**config.mk**
```make
export PLATFORM = sky130hd
export DESIGN_NAME = iter_multiplier
export DESIGN_NICKNAME = d
export VERILOG_FILES = /design/src/rtl/iter_multiplier.sv
export SDC_FILE = /design/constraint.sdc
export NUM_CORES = 1
export LEC_CHECK = 0
export BUFFER_PORTS_ARGS = -buffer_cell sky130_fd_sc_hd__buf_2
export CORE_MARGIN = 1.5
export CORE_UTILIZATION = 50
export CTS_BUF_LIST = sky130_fd_sc_hd__clkbuf_4
export DETAILED_ROUTE_END_ITERATION = 10
export GPL_TIMING_DRIVEN = 0
export PLACE_DENSITY = 0.69
export SLEW_MARGIN = 20
export SYNTH_ARGS = -nofsm -noshare
export SYNTH_HDL_FRONTEND = slang
export SYNTH_SLANG_ARGS = --single-unit
```
**constraint.sdc**
```tcl
create_clock -name clk -period 6.2 [get_ports clk]
set_input_delay 1.24 -clock clk [delete_from_list [all_inputs] [get_ports clk]]
set_output_delay 1.24 -clock clk [all_outputs]
set_load 0.05 [all_outputs]
```
**src/rtl/iter_multiplier.sv**
```systemverilog
// iter_multiplier: iterative signed shift-add multiplier, responder side of the
// mult_begin/mult_end handshake. Magnitudes are multiplied unsigned over WIDTH
// iterations and the sign is applied on completion.
// Optional macro ITER_MULT_EARLY_TERM_EN: finish as soon as the remaining
// multiplier bits are all zero (same results, shorter latency).
module iter_multiplier #(
  parameter int WIDTH = 32
) (
  input  logic                 clk,
  input  logic                 resetn,
  input  logic                 mult_begin,
  input  logic [WIDTH-1:0]     mult_op1,
  input  logic [WIDTH-1:0]     mult_op2,
  output logic [2*WIDTH-1:0]   product,
  output logic                 mult_end,
  output logic                 mult_busy
);

  localparam int unsigned CW = $clog2(WIDTH + 1);

  typedef enum logic [1:0] {IDLE, BUSY, DONE} state_t;

  state_t               state_q, state_d;
  logic [2*WIDTH-1:0]   mcand_q, mcand_d;
  logic [WIDTH-1:0]     mplier_q, mplier_d;
  logic [2*WIDTH-1:0]   acc_q, acc_d;
  logic [CW-1:0]        cnt_q, cnt_d;
  logic                 sign_q, sign_d;
  logic [2*WIDTH-1:0]   product_q, product_d;
  logic                 end_q, end_d;
  logic                 busy_q, busy_d;

  logic [WIDTH-1:0]     op1_abs, op2_abs;
  logic [WIDTH-1:0]     mplier_nxt;
  logic [2*WIDTH-1:0]   acc_nxt;
  logic                 iter_done;

  // Operand magnitudes; the most negative value maps to 2^(WIDTH-1) unsigned
  always_comb begin
    op1_abs    = mult_op1[WIDTH-1] ? -mult_op1 : mult_op1;
    op2_abs    = mult_op2[WIDTH-1] ? -mult_op2 : mult_op2;
    mplier_nxt = mplier_q >> 1;
    acc_nxt    = mplier_q[0] ? (acc_q + mcand_q) : acc_q;
`ifdef ITER_MULT_EARLY_TERM_EN
    iter_done  = (cnt_q == CW'(WIDTH - 1)) || (mplier_nxt == '0);
`else
    iter_done  = (cnt_q == CW'(WIDTH - 1));
`endif
  end

  // State register
  always_ff @(posedge clk or negedge resetn) begin
    if (!resetn) state_q <= IDLE;
    else         state_q <= state_d;
  end

  // Next-state logic; releasing mult_begin aborts BUSY even on its last iteration
  always_comb begin
    state_d = state_q;
    unique case (state_q)
      IDLE: if (mult_begin) state_d = BUSY;
      BUSY: begin
        if (!mult_begin)    state_d = IDLE;
        else if (iter_done) state_d = DONE;
      end
      DONE: if (!mult_begin) state_d = IDLE;
      default: state_d = IDLE;
    endcase
  end

  // Datapath and registered-output next values
  always_comb begin
    mcand_d   = mcand_q;
    mplier_d  = mplier_q;
    acc_d     = acc_q;
    cnt_d     = cnt_q;
    sign_d    = sign_q;
    product_d = product_q;
    end_d     = end_q;
    busy_d    = busy_q;
    unique case (state_q)
      IDLE: begin
        end_d = 1'b0;
        if (mult_begin) begin
          mcand_d  = {{WIDTH{1'b0}}, op1_abs};
          mplier_d = op2_abs;
          sign_d   = mult_op1[WIDTH-1] ^ mult_op2[WIDTH-1];
          acc_d    = '0;
          cnt_d    = '0;
          busy_d   = 1'b1;
        end
      end
      BUSY: begin
        if (!mult_begin) begin
          busy_d = 1'b0;
          end_d  = 1'b0;
        end else begin
          acc_d    = acc_nxt;
          mcand_d  = mcand_q << 1;
          mplier_d = mplier_nxt;
          cnt_d    = cnt_q + CW'(1);
          if (iter_done) begin
            product_d = sign_q ? -acc_nxt : acc_nxt;
            end_d     = 1'b1;
            busy_d    = 1'b0;
          end
        end
      end
      DONE: begin
        if (!mult_begin) end_d = 1'b0;
      end
      default: begin
        busy_d = 1'b0;
        end_d  = 1'b0;
      end
    endcase
  end

  // Datapath and output registers
  always_ff @(posedge clk or negedge resetn) begin
    if (!resetn) begin
      mcand_q   <= '0;
      mplier_q  <= '0;
      acc_q     <= '0;
      cnt_q     <= '0;
      sign_q    <= 1'b0;
      product_q <= '0;
      end_q     <= 1'b0;
      busy_q    <= 1'b0;
    end else begin
      mcand_q   <= mcand_d;
      mplier_q  <= mplier_d;
      acc_q     <= acc_d;
      cnt_q     <= cnt_d;
      sign_q    <= sign_d;
      product_q <= product_d;
      end_q     <= end_d;
      busy_q    <= busy_d;
    end
  end

  assign product   = product_q;
  assign mult_end  = end_q;
  assign mult_busy = busy_q;

endmodule

```
==> results.md <==
- Num Clock Sinks: 235
- End point of the critical path: product[62]
- Final Hold Vio Count: 0
- H-tree lvl count: 3
- Worst slew margin: between 20% and 30%
- Inst Count DP: between 2000 and 3000
- Clock Latency Late Sink: 780 ps
- Grt ovf: 0
- Layout cells sized above 1: 14.1%
- Remaining DRCs: 0
- RePlAce Congestion: 1.02
- Rows: between 60 and 70
- Fin. max-slew vios: 0
- Core Util, Final: a little under three fifths
- Max_cap viols: 0
- Worst-margin pin slew: 1080 ps
- Worst R2R Setup Slack: between 400 and 500 ps
- Outcome: complete, no violations
- Largest fanout on the critical path: 8
- Starting DRC count in detailed routing: around 1400
- Largest net degree at the start of global routing: 94
- Die area: 36300 sq um
- Vias in the first global route: approximately 17000
- Req. time, crit path: 6790 ps
- Die width: 191 um
- Post-synthesis cell count: 2170
- Synth cell count leaders: nand2_1 (331), o21ai_0 (271), dfrtp_1 (235), a21oi_1 (154), nor2_1 (137)
- TritonCTS clock tree: yes
- Dominant synthesized flop cell: dfrtp_1
- Die height: 191 um
- Worst-case clock skew: between 50 and 60 ps
- Routed wire length per instance: 22.3 um
- Post-synthesis async set-or-reset flop share: 100%
- Final setup vio count: 0
- Layout area overhead: 12.8%
- Max incr delay on CP: about 750 ps
- Pre-antenna DRT Iters: 8
- Worst setup EP type: register
- Clock buffer depth: 3
- Final worst setup slack: 403 ps
- Placed cell areas: 18900 sq um
- Most instantiated library cell after synthesis: nand2_1
- Yosys reg bits: ~240
- CP startpoint kind: register
- Launching point of the worst reg2reg path: acc_q[7]
- Arrival time at the worst endpoint: 6390 ps
- Total power: 4.89 mW
- CTS clk-pin slew, worst paths: ~70 ps
- GRT Resource Usage Total: 35.3%
- Worst path cell trace: ha_1, buf_2, a21oi_1, o21ai_1, a211oi_1, a211oi_1, or2_2, o311ai_1, nor4_1, and3_1, nor4b_2, nand4_1, o41ai_2, xnor2_1, o21ai_1
- Storage cell area: a little under 6000 sq um
- Crit path time final: 5800 ps
- Port Buf Inserts: 132
- Routed WL: 64100 um
- Setup crit start: acc_q[7]
- First-pass GRT wire length: 97400 um
- Max Fclk: ~0.17 GHz
- VDD IR max: around 160 uV
- Vias per inst: 6.26
- Worst reg2reg path depth: 15
- Synth cell types: 104
- Fillers: 3291
- PD cells: 246 nW/um^2
- Crit-path slowest cell: a211oi_1
- Ys Warns: 0
- Initial Utilization: between 50% and 60%
- Area leader, netlist: dfrtp_1
- Non-Filler Instances: 2876
- RSZ-0062 raised after global routing: false
- Syn Nets: 2305
- Area occupied by multi-input gates: 11000 sq um
- WS Path Type: reg -> reg
- Nets: 2506
- Leakage power: 9.03 nW
- Via count: between 15000 and 20000
- R2r endpoint: product[62]
- I/O pins: roughly 130
- Tcrit/Tclk final: 93.5%
- Num CTS Buffers: 69
- Sequential area share after synthesis: 33.4%
- Synthesized area: 17600 sq um
- DP HPWL: ~50000 um
- Root buffer cell: clkbuf_4
- Place WS: -2030 ps
- Hold crit path type: in -> async
- Initial antenna violation count: 3
- Post-route ant nets: 0
- Hold buffers post-CTS: 0
- Dominant cells by area after synthesis: dfrtp_1 (33%), o21ai_0 (7.7%), nand2_1 (7.1%)
- Avg Cell Area, Syn: 8.10 sq um
- EDFF count, synth: 0
- Final instance area: 19800 sq um
- Yosys top cell area share: between 30% and 40%
- Core ar.: 34500 sq um
## per-layer routing
layer / wire length [um] / up-vias / GRT usage (%)
met2: 30100 / 790 / 58.7
met5: 8 / - / 0
met3: 4440 / 183 / 6.29
met4: 3650 / 2 / 19.4
met1: 25900 / 8633 / 43.4
li1: - / 8382 / -
## worst max-delay path: cells and delay by family, from the launching register on
| family | cells | cell delay (ps) |
|---|---|---|
| AO/OA/AOI/OAI | 7 | 2350 |
| AND/OR/NAND/NOR | 5 | 2160 |
| buffers and inverters | 1 | 170 |
| flip-flops | 1 | 450 |
| XOR/XNOR | 1 | 180 |
| adder cells (fa/ha/maj) | 1 | 300 |
## placed cells by master (no fill, tap or decap), types with 13 or more instances in the layout
cell type and instances:
a21o_1 37, a21oi_1 154, a22o_1 48, a31oi_1 19, and2_1 16, buf_2 153
clkbuf_1 97, clkbuf_4 104, dfrtp_1 235, ha_1 67, inv_1 40, mux2i_1 25
nand2_1 331, nand3_1 28, nand4_1 39, nor2_1 137, nor2b_1 22, nor3_1 34
nor4_1 18, o211ai_1 15, o21a_1 16, o21ai_0 271, o21ai_1 15, o31ai_1 36
or3_1 26, or4_1 13, xnor2_1 66, xor2_1 77
## how the worst min path moves through the flow
stage,startpoint,endpoint,slack (ps)
2_1_floorplan,mplier_q[31],mplier_q[31],450
3_3_place_gp,product[23],product[23],460
3_5_place_dp,product[45],product[45],470
4_1_cts,resetn,mcand_q[40],370
5_1_grt,resetn,mcand_q[40],400
6_report,resetn,mcand_q[40],390
## cell families (layout without fill, tap and decap cells)
family	count (synthesis)	after routing	synth area share [%]
AOI/OAI and AO/OA	758	758	27.5
adders and majority gates	68	68	4.88
muxes	34	34	2.00
xor gates and xnor gates	143	143	7.12
other	0	2	0
DFF	235	235	33.4
buffers and inverters	183	432	4.16
and+or+nand+nor	749	749	20.8
## layout make-up
type,count,area share [%]
inverters,41,0.776
flip-flops and latches,235,29.6
clock buffers,104,3.94
multi-input cells,1752,55.4
clock inverters,15,0.839
diodes,2,0.0252
plain buffers,138,2.86
well taps,455,2.87
repair buffers,134,3.66
## registers in the layout (all words and copies together) (netlist names)
register	count
product	64
acc_q	64
sign_q	1
mult_end	1
mplier_q	32
cnt_q	6
mcand_q	64
mult_busy	1
state_q	2
## power breakdown
part,internal (mW),switching (mW)
combinational,0.492,0.995
clock,0.928,0.733
sequential,1.63,0.108
## timing repair
item,in CTS,in global routing
setup buffers,0,0
setup endpoints to repair,28,4
resized for setup,6,0
pin swaps,0,0
## per-stage QoR
step / setup TNS [ps] / hold slack (ps)
floorplan: 0 / 449
global placement: -119840 / 456
detailed placement: -35890 / 466
CTS: 0 / 371
global route: 0 / 403
finish: 0 / 389
(Power assumes the default switching activity.)
